File: config.mk
export PLATFORM = sky130hd
export DESIGN_NAME = branch_resolve
export DESIGN_NICKNAME = d
export VERILOG_FILES = /design/src/rtl/branch_resolve.sv
export SDC_FILE = /design/constraint.sdc
export NUM_CORES = 1
export LEC_CHECK = 0
export CORE_ASPECT_RATIO = 0.8
export CORE_UTILIZATION = 53
export DETAILED_ROUTE_END_ITERATION = 12
export PLACE_DENSITY = 0.8
export SYNTH_ARGS = -nofsm -noshare
export SYNTH_HDL_FRONTEND = slang
export SYNTH_SLANG_ARGS = --single-unit
File: constraint.sdc
create_clock -name clk -period 7.1 [get_ports clk]
set_input_delay 1.42 -clock clk [delete_from_list [all_inputs] [get_ports clk]]
set_output_delay 1.42 -clock clk [all_outputs]
set_load 0.005 [all_outputs]
File: src/rtl/branch_resolve.sv
// Branch resolve queue: tracks predicted branches from fetch, checks them against execute,
// trains the predictor and flushes the front end. Optional statistics under `BRANCH_STATS_EN.
module branch_resolve #(
    parameter int DEPTH        = 4,
    parameter int PTR          = 2,
    parameter int FLUSH_CYCLES = 2
) (
    input  logic        clk,
    input  logic        rst,
    input  logic        enq_valid,
    input  logic [31:0] enq_pc,
    input  logic [31:0] enq_inst,
    input  logic        enq_predict,
    output logic        enq_ready,
    input  logic        ex_valid,
    input  logic [31:0] ex_pc,
    input  logic        ex_taken,
    input  logic [31:0] ex_target,
    output logic        upd_valid,
    output logic [31:0] upd_pc,
    output logic [31:0] upd_inst,
    output logic        upd_taken,
    output logic        flush,
    output logic [31:0] redirect_pc,
    output logic        q_error,
    output logic [31:0] stat_branches,
    output logic [31:0] stat_mispredicts
);

    typedef enum logic {S_RUN = 1'b0, S_FLUSH = 1'b1} state_e;

    localparam int CW = $clog2(FLUSH_CYCLES + 1);
    localparam logic [PTR:0]  FULL       = (PTR + 1)'(DEPTH);
    localparam logic [CW-1:0] FLUSH_LOAD = CW'(FLUSH_CYCLES);

    state_e        state_q, state_d;
    logic [CW-1:0] fcnt_q, fcnt_d;
    logic [PTR-1:0] rd_ptr_q, rd_ptr_d, wr_ptr_q, wr_ptr_d;
    logic [PTR:0]  count_q, count_d;
    logic          upd_valid_q, upd_valid_d, upd_taken_q, upd_taken_d;
    logic [31:0]   upd_pc_q, upd_pc_d, upd_inst_q, upd_inst_d;
    logic          flush_q, flush_d, q_error_q, q_error_d;
    logic [31:0]   redirect_q, redirect_d;

    logic [31:0]   mem_pc_q   [DEPTH];
    logic [31:0]   mem_inst_q [DEPTH];
    logic          mem_pred_q [DEPTH];

    logic is_branch, resolve, empty, hit, mispredict, do_flush, do_enq, wr_en;

    always_comb begin
        // NOTE: every always_comb output gets a default first so no path can infer a latch.
        state_d     = state_q;
        fcnt_d      = fcnt_q;
        rd_ptr_d    = rd_ptr_q;
        wr_ptr_d    = wr_ptr_q;
        count_d     = count_q;
        upd_valid_d = 1'b0;
        upd_pc_d    = upd_pc_q;
        upd_inst_d  = upd_inst_q;
        upd_taken_d = upd_taken_q;
        flush_d     = 1'b0;
        redirect_d  = redirect_q;
        q_error_d   = 1'b0;

        is_branch  = (enq_inst[31:26] == 6'b000001) || (enq_inst[31:28] == 4'b0001);
        resolve    = (state_q == S_RUN) && ex_valid;
        empty      = (count_q == '0);
        hit        = resolve && !empty && (ex_pc == mem_pc_q[rd_ptr_q]);
        mispredict = hit && (mem_pred_q[rd_ptr_q] != ex_taken);
        do_flush   = (resolve && !empty && !hit) || mispredict;
        // A matched pop frees a slot this cycle, so a full queue may still take an entry.
        do_enq     = enq_valid && is_branch && (state_q == S_RUN) && ((count_q != FULL) || hit);
        wr_en      = do_enq && !do_flush;

        q_error_d = resolve && !hit;
        if (hit) begin
            upd_valid_d = 1'b1;
            upd_pc_d    = mem_pc_q[rd_ptr_q];
            upd_inst_d  = mem_inst_q[rd_ptr_q];
            upd_taken_d = ex_taken;
        end

        if (do_flush) begin
            flush_d    = 1'b1;
            redirect_d = ex_taken ? ex_target : ex_pc + 32'd4;
            rd_ptr_d   = '0;
            wr_ptr_d   = '0;
            count_d    = '0;
        end else begin
            rd_ptr_d = rd_ptr_q + PTR'(hit);
            wr_ptr_d = wr_ptr_q + PTR'(do_enq);
            count_d  = count_q + (PTR + 1)'(do_enq) - (PTR + 1)'(hit);
        end

        case (state_q)
            S_RUN: begin
                if (do_flush) begin
                    state_d = S_FLUSH;
                    fcnt_d  = FLUSH_LOAD;
                end
            end
            S_FLUSH: begin
                if (fcnt_q == '0) state_d = S_RUN;
                else              fcnt_d  = fcnt_q - 1'b1;
            end
            default: state_d = S_RUN;
        endcase
    end

    always_ff @(posedge clk or posedge rst) begin
        if (rst) begin
            state_q     <= S_RUN;
            fcnt_q      <= '0;
            rd_ptr_q    <= '0;
            wr_ptr_q    <= '0;
            count_q     <= '0;
            upd_valid_q <= 1'b0;
            upd_pc_q    <= '0;
            upd_inst_q  <= '0;
            upd_taken_q <= 1'b0;
            flush_q     <= 1'b0;
            redirect_q  <= '0;
            q_error_q   <= 1'b0;
        end else begin
            state_q     <= state_d;
            fcnt_q      <= fcnt_d;
            rd_ptr_q    <= rd_ptr_d;
            wr_ptr_q    <= wr_ptr_d;
            count_q     <= count_d;
            upd_valid_q <= upd_valid_d;
            upd_pc_q    <= upd_pc_d;
            upd_inst_q  <= upd_inst_d;
            upd_taken_q <= upd_taken_d;
            flush_q     <= flush_d;
            redirect_q  <= redirect_d;
            q_error_q   <= q_error_d;
        end
    end

    // NOTE: entry storage is not reset; count/pointers alone decide which slots are live.
    always_ff @(posedge clk) begin
        if (wr_en) begin
            mem_pc_q[wr_ptr_q]   <= enq_pc;
            mem_inst_q[wr_ptr_q] <= enq_inst;
            mem_pred_q[wr_ptr_q] <= enq_predict;
        end
    end

    assign enq_ready   = (state_q == S_RUN) && (count_q != FULL);
    assign upd_valid   = upd_valid_q;
    assign upd_pc      = upd_pc_q;
    assign upd_inst    = upd_inst_q;
    assign upd_taken   = upd_taken_q;
    assign flush       = flush_q;
    assign redirect_pc = redirect_q;
    assign q_error     = q_error_q;

`ifdef BRANCH_STATS_EN
    logic [31:0] stat_br_q, stat_br_d, stat_mp_q, stat_mp_d;

    always_comb begin
        stat_br_d = stat_br_q + 32'(hit);
        stat_mp_d = stat_mp_q + 32'(mispredict);
    end

    always_ff @(posedge clk or posedge rst) begin
        if (rst) begin
            stat_br_q <= '0;
            stat_mp_q <= '0;
        end else begin
            stat_br_q <= stat_br_d;
            stat_mp_q <= stat_mp_d;
        end
    end

    assign stat_branches    = stat_br_q;
    assign stat_mispredicts = stat_mp_q;
`else
    assign stat_branches    = '0;
    assign stat_mispredicts = '0;
`endif

endmodule
* Word level (Yosys, flattened, before mapping)
Memory sizes are Yosys's and may differ from the RTL's. A register that Yosys moved wholly into a read port is not among the register bits.
Index checks and enable logic that the tools add are counted.
** Operators by class
- Muxes and demuxes :: 13
- Add/sub/neg operators :: 6
- Equality and inequality tests :: 7
- Multiply operators :: 0
- Divide/modulo/power cells :: 0
- Reductions and logical operators :: 20
- Shift-type cells :: 0
- Bitwise operators :: 1
- $lt $le $gt $ge :: 0
** Operators with widths (count)
- 32-bit by 3-bit adder with 32-bit output (second input constant) :: 1
- 32-bit == test :: 1
- 32-bit 2-to-1 mux :: 1
- 1-bit logical AND :: 11
- 2-bit 2-to-1 mux :: 4
- 6-bit by 1-bit == test with 1-bit output (second input constant) :: 1
- 1-bit 2-to-1 mux :: 5
- 2-bit by 1-bit adder with 2-bit output :: 2
- 4-bit by 1-bit == test with 1-bit output (second input constant) :: 1
- 2-bit inequality test (second input constant) :: 2
- 2-bit one-hot mux with 2 select lines :: 1
- 3-bit by 1-bit adder with 3-bit output :: 1
- 1-bit logical NOT :: 3
- 3-bit logical NOT :: 1
- 1-bit logical OR :: 3
- 3-bit 2-to-1 mux :: 1
- 3-bit inequality test (second input constant) :: 1
- 3-bit by 1-bit subtractor with 3-bit output :: 1
- 2-bit logical NOT :: 1
- 1-bit one-hot mux with 2 select lines :: 1
- 2-bit AND reduction :: 1
- 2-bit by 1-bit subtractor with 2-bit output (second input constant) :: 1
- 1-bit inequality test :: 1
- 1-bit NOT :: 1
** Word-level totals
- ROM bits :: 0
- Bits of input ports :: 134
- Latch bits :: 0
- Memories kept :: 3
- Flip-flop bits (word level) :: 78
- Memory bits (writable) :: 260
** Memories
- mem_inst_q :: words 4, bits a word 32, rd ports 1, clocked after Yosys merged registers in 1, wr ports 1, line 46 : logic [31:0] mem_inst_q [DEPTH];
- mem_pc_q :: words 4, bits a word 32, rd ports 1, clocked after Yosys merged registers in 0, wr ports 1, line 45 : logic [31:0] mem_pc_q [DEPTH];
- mem_pred_q :: words 4, bits a word 1, rd ports 1, clocked after Yosys merged registers in 0, wr ports 1, line 47 : logic mem_pred_q [DEPTH];

* Logic depth before layout (Yosys ltp)
- Depth after elaboration :: 11
- Depth in mapped cells :: 19
- Depth with buffers taken out :: 13

* Worst setup path before layout
OpenSTA, ideal clock, no wires.
- Path kind :: input-to-reg
- Start :: input port ex_pc[18]
- End :: memory mem_inst_q[1][0], enable pin
- Data required time :: 6.590 ns
- Library setup time :: 0.510 ns
- Arrival :: 6.311 ns
- Cell stages on the path :: 8
- Path slack :: 0.279 ns
- Cell sequence :: clkbuf_1 -> o2bb2ai_1 -> nor4_1 -> mux2i_1 -> nor4_2 -> clkbuf_1 -> nand4_1 -> a21oi_1
** On the way
- Longest elaborated chain between the ends :: 9
- Elaborated cells on any way between the ends :: 12
- Those cells by class :: eq/ne (1); mux (2); reduce/logical (9)
** RTL lines
- start: declaration :: line 16 : input logic [31:0] ex_pc,
- 32-bit == test (*) :: line 69 : hit = resolve && !empty && (ex_pc == mem_pc_q[rd_ptr_q]);
- 1-bit logical AND (*) :: line 69
- 1-bit logical NOT :: line 71 : do_flush = (resolve && !empty && !hit) || mispredict;
- 1-bit logical AND :: line 71
- 1-bit logical OR :: line 71
- 1-bit logical NOT :: line 74 : wr_en = do_enq && !do_flush;
- 1-bit logical AND (*) :: line 74
- 1-bit 2-to-1 mux (*) :: line 143 : if (wr_en) begin
- 1-bit 2-to-1 mux (not written as such) (*) :: line 145 : mem_inst_q[wr_ptr_q] <= enq_inst;
- end: declaration :: line 46
Every way passes the cells marked *; elsewhere a longest branch is shown, timed or not.

* Final worst setup path
- Start :: register rd_ptr_q[0]
- End :: register count_q[2]
** On the way
- Longest elaborated chain between the ends :: 8
- Elaborated cells on any way between the ends :: 14
- Those cells by class :: add/sub (2); eq/ne (2); mux (1); reduce/logical (7); memory (2)
** RTL lines
- start: declaration :: line 38 : logic [PTR-1:0] rd_ptr_q, rd_ptr_d, wr_ptr_q, wr_ptr_d;
- start signal: assignment :: line 128 : rd_ptr_q <= rd_ptr_d;
- memory read 4 x 32 bit
- 32-bit == test :: line 69
- 1-bit logical AND :: line 69
- 1-bit logical OR :: line 73 : do_enq = enq_valid && is_branch && (state_q == S_RUN) && ((count_q != FULL) || hit);
- 1-bit logical AND :: line 73
- 3-bit by 1-bit adder with 3-bit output :: line 93 : count_d = count_q + (PTR + 1)'(do_enq) - (PTR + 1)'(hit);
- 3-bit by 1-bit subtractor with 3-bit output :: line 93
- 3-bit 2-to-1 mux (*) :: line 84 : if (do_flush) begin
- via count_d[2] :: line 39 : logic [PTR:0] count_q, count_d;
- end signal: assignment :: line 130 : count_q <= count_d;
- end: declaration :: line 39
The timed path passes the listed nets; every way through them passes the cells marked *.
A chain may end at the register's enable or synchronous reset.

==> results.tsv <==
stage	metric	value	unit
setup_path	cp_slowest_stage_delay	1090	ps
logic_synthesis	ys_types	70	
timing	max_freq	197	MHz
setup_path	reg2reg_depth	14	
cells_and_area	final_cell_mix	260 x edfxtp_1, 233 x clkdlybuf4s50_1, 108 x dfrtp_1	
floorplanning	die_h	162	µm
timing	layout_min_cycle_time	5070	ps
cells_and_area	nFillCells	2247	
cells_and_area	post-route-util	0.655	
pwr	seqPwrFrac	0.485	
logic_synthesis	async_flop_share	0.297	
setup_path	worst-path-stages	14	
global_route	grt_pass1_wl	62.2	mm
pwr	p_int	3.96	mW
cells_and_area	multi_input_area	5780	µm²
logic_synthesis	ys_top_cells_by_area	edfxtp_1 46%, dfrtp_1 16%, mux4_2 7.4%, buf_4 2.9%, mux2_4 2.6%	
setup_path	cp-start-kind	flop	
global_route	gr-total-overflow	0	
floorplanning	start_util	0.541	
timing	maxSlewViolCount	0	
setup_path	crit_family	simple AND/OR/NAND/NOR gates	
clock_tree	clk_pin_slew_worst_paths	60	ps
logic_synthesis	yosys.area.top_type_share	0.458	
drt	first_pass_iters	5	
clock_tree	post-cts-setup-buffers	0	
global_route	gr-usage-met1	0.362	
clock_tree	cts_hold_buf	0	
global_route	grt_max_degree	67	
timing	rsz0062_at_grt	false	
drt	drtIter0Drc	749	
setup_path	worstSetupPathType	reg -> reg	
logic_synthesis	synth_edf_count	260	
timing	fin_crit_sh	0.715	
cells_and_area	fin_cells	1809	
global_route	antenna_found_initial	7	
logic_synthesis	yosysWarnings	0	
setup_path	crit_slowest_cell	dfrtp_4	
setup_path	cp.arrival	5440	ps
logic_synthesis	synthMuxAreaShare	0.150	
timing	relSlewSlack	0.242	
clock_tree	h-tree-depth	2	
placement	place.port_buffers	234	
global_route	grt_util_all_layers	0.252	
drt	vias	10400	
clock_tree	cts_buffers	37	
pwr	swShare	0.246	
pwr	p_clk_frac	0.362	
logic_synthesis	synth_flop_cell	edfxtp_1	
drt	wire_per_inst	22.9	µm
drt	wl	41.4	mm
placement	dp_cells	1738	
pwr	power.density	254	nW/µm²
run_status	status	completed	
clock_tree	clock_sinks	370	
timing	skew	16.8	ps
clock_tree	cts_tree	done	
logic_synthesis	synth-xor-area-share	0.0317	
timing	setup_viol_count_final	0	
timing	final_hold_viol_count	0	
floorplanning	core_area	31500	µm²
pwr	p_total	5.25	mW
min_path	hold_depth	1	
clock_tree	clockRootBuffer	clkbuf_16	
clock_tree	cts_max_path_buffers	3	
setup_path	path_common_cell	xnor2_1	
cells_and_area	regArea	10600	µm²
logic_synthesis	synth_top_area_cell	edfxtp_1	
pwr	p_sw	1.29	mW
setup_path	cp_num_buf_inv	2	
global_route	met2_usage	0.381	
global_route	grt_busiest_layer	met2	
floorplanning	rows	58	
cells_and_area	area_growth	21.1	%
logic_synthesis	syn_area_per_cell	15.0	µm²
clock_tree	clk_latency	530	ps
pwr	ir_drop	0.000190	V
drt	via_per_inst	5.74	
logic_synthesis	yosysSeqAreaShare	0.620	
setup_path	critical_path_required	7470	ps
pwr	comb_power_share	0.153	
logic_synthesis	synth_area	17000	µm²
timing	hold_slack	488	ps
cells_and_area	nNetsFinal	1497	
logic_synthesis	yosys.area_share.adder	0.00485	
clock_tree	post_cts_resized	0	
floorplanning	fp.dieW	202	µm
job	drv_cap	0	
setup_path	crit_path_max_fanout	53	
pwr	p_leak	7.54	nW
setup_path	end_kind	flop	
min_path	min_path_type	reg -> reg	
logic_synthesis	synth_top_family_by_area	multiplexers	
cells_and_area	final_common_cell	edfxtp_1	
placement	dp_hpwl	28.1	mm
timing	tns	0	ps
cells_and_area	drive_gt1_frac	0.154	
global_route	grtUsageMet3	0.0686	
logic_synthesis	synth-simple-area-share	0.0828	
floorplanning	die_area	32900	µm²
drt	drc	0	
drt	antenna_left	0	
floorplanning	io_pins	299	
global_route	grt_pass1_vias	10400	
logic_synthesis	synth_seq_cells	370	
logic_synthesis	syn_inst	1135	
setup_path	crit_chain	mux4_2 -> xnor2_1 -> nand4_1 -> nor4_2 -> nand4_2 -> buf_4 -> nor2_8 -> mux2i_1 -> ha_1 -> inv_1 -> fa_1 -> xor2_1 -> xnor2_1 -> a21oi_1	
placement	gp_congestion	0.898	
logic_synthesis	synth-compound-area-share	0.0530	
timing	worst_pin_slew	1130	ps
==> worst paths after layout <==
| check | from | to | slack (ps) |
|---|---|---|---|
| setup reg to reg | rd_ptr_q[0] | count_q[2] | 2030 |
| setup / recovery | rd_ptr_q[0] | count_q[2] | 2030 |
| max in group asynchronous | rst | upd_inst[6] | 4410 |
| hold reg to reg | upd_inst[27] | upd_inst[27] | 490 |
| min in group asynchronous | rst | upd_inst[0] | 1430 |
| hold / removal | upd_inst[27] | upd_inst[27] | 490 |
==> state kept, by name (all words and copies together), names as in the netlist, 3 cells and up <==
signal / flops
mem_inst_q: 128
mem_pc_q: 128
redirect_pc: 32
upd_inst: 32
upd_pc: 32
mem_pred_q: 4
count_q: 3
==> worst reg2reg max path, cell delays in order (launching register included) <==
cell and delay (ps):
dfrtp_4 1090, mux4_2 740, xnor2_1 350, nand4_1 170, nor4_2 350, nand4_2 160, buf_4 320, nor2_8 560
mux2i_1 260, ha_1 160, inv_1 50, fa_1 370, xor2_1 170, xnor2_1 130, a21oi_1 50
==> cell type report <==
type | instances | share of cell area
inverters | 13 | 0.00249
diodes | 3 | 0.000364
clock inverters | 17 | 0.00661
multi-input cells | 686 | 0.280
clock buffers | 51 | 0.0514
flip-flops and latches | 370 | 0.512
well taps | 420 | 0.0255
repair buffers | 249 | 0.121
==> routing by layer <==
metal | part of all wire | wire length [µm] | vias up
li1 | - | - | 4649
met1 | 0.43 | 17700 | 5165
met2 | 0.45 | 18800 | 489
met3 | 0.095 | 3940 | 74
met4 | 0.022 | 915 | 6
met5 | 0.0011 | 44 | -
==> power by group through the flow <==
stage	Combinational (mW)	Clock [mW]	Sequential (mW)
2_1_floorplan	0.413	0	2.57
3_3_place_gp	0.783	0	2.59
3_5_place_dp	0.804	0	2.59
4_1_cts	0.807	1.93	2.55
5_1_grt	0.880	2.02	2.56
6_report	0.802	1.90	2.55
==> cell usage after synthesis, types with 23 or more instances <==
| cell type | instances |
|---|---|
| mux2i_1 | 41 |
| mux4_2 | 56 |
| buf_4 | 66 |
| dfrtp_1 | 110 |
| mux2_2 | 29 |
| nand3_1 | 34 |
| mux2_4 | 29 |
| nand2_1 | 90 |
| o21ai_0 | 23 |
| clkbuf_1 | 35 |
| xnor2_1 | 42 |
| edfxtp_1 | 260 |
| nand4_1 | 25 |
==> cell families (layout without fill, tap and decap cells) <==
logic type | Yosys count | after routing
adders and majority gates | 6 | 6
muxes | 165 | 165
xor gates and xnor gates | 60 | 60
DFF | 370 | 370
AOI/OAI and AO/OA | 127 | 127
other | 1 | 67
and+or+nand+nor | 264 | 264
buffers and inverters | 142 | 330
==> stage by stage <==
stage	area, µm²	worst slack, ps
3_3_place_gp	19400	1580
6_report	20600	2030
5_1_grt	20600	1700
3_5_place_dp	19400	1550
4_1_cts	20600	1970
2_1_floorplan	17300	279
Note: power is estimated with default switching activity, not from simulation.
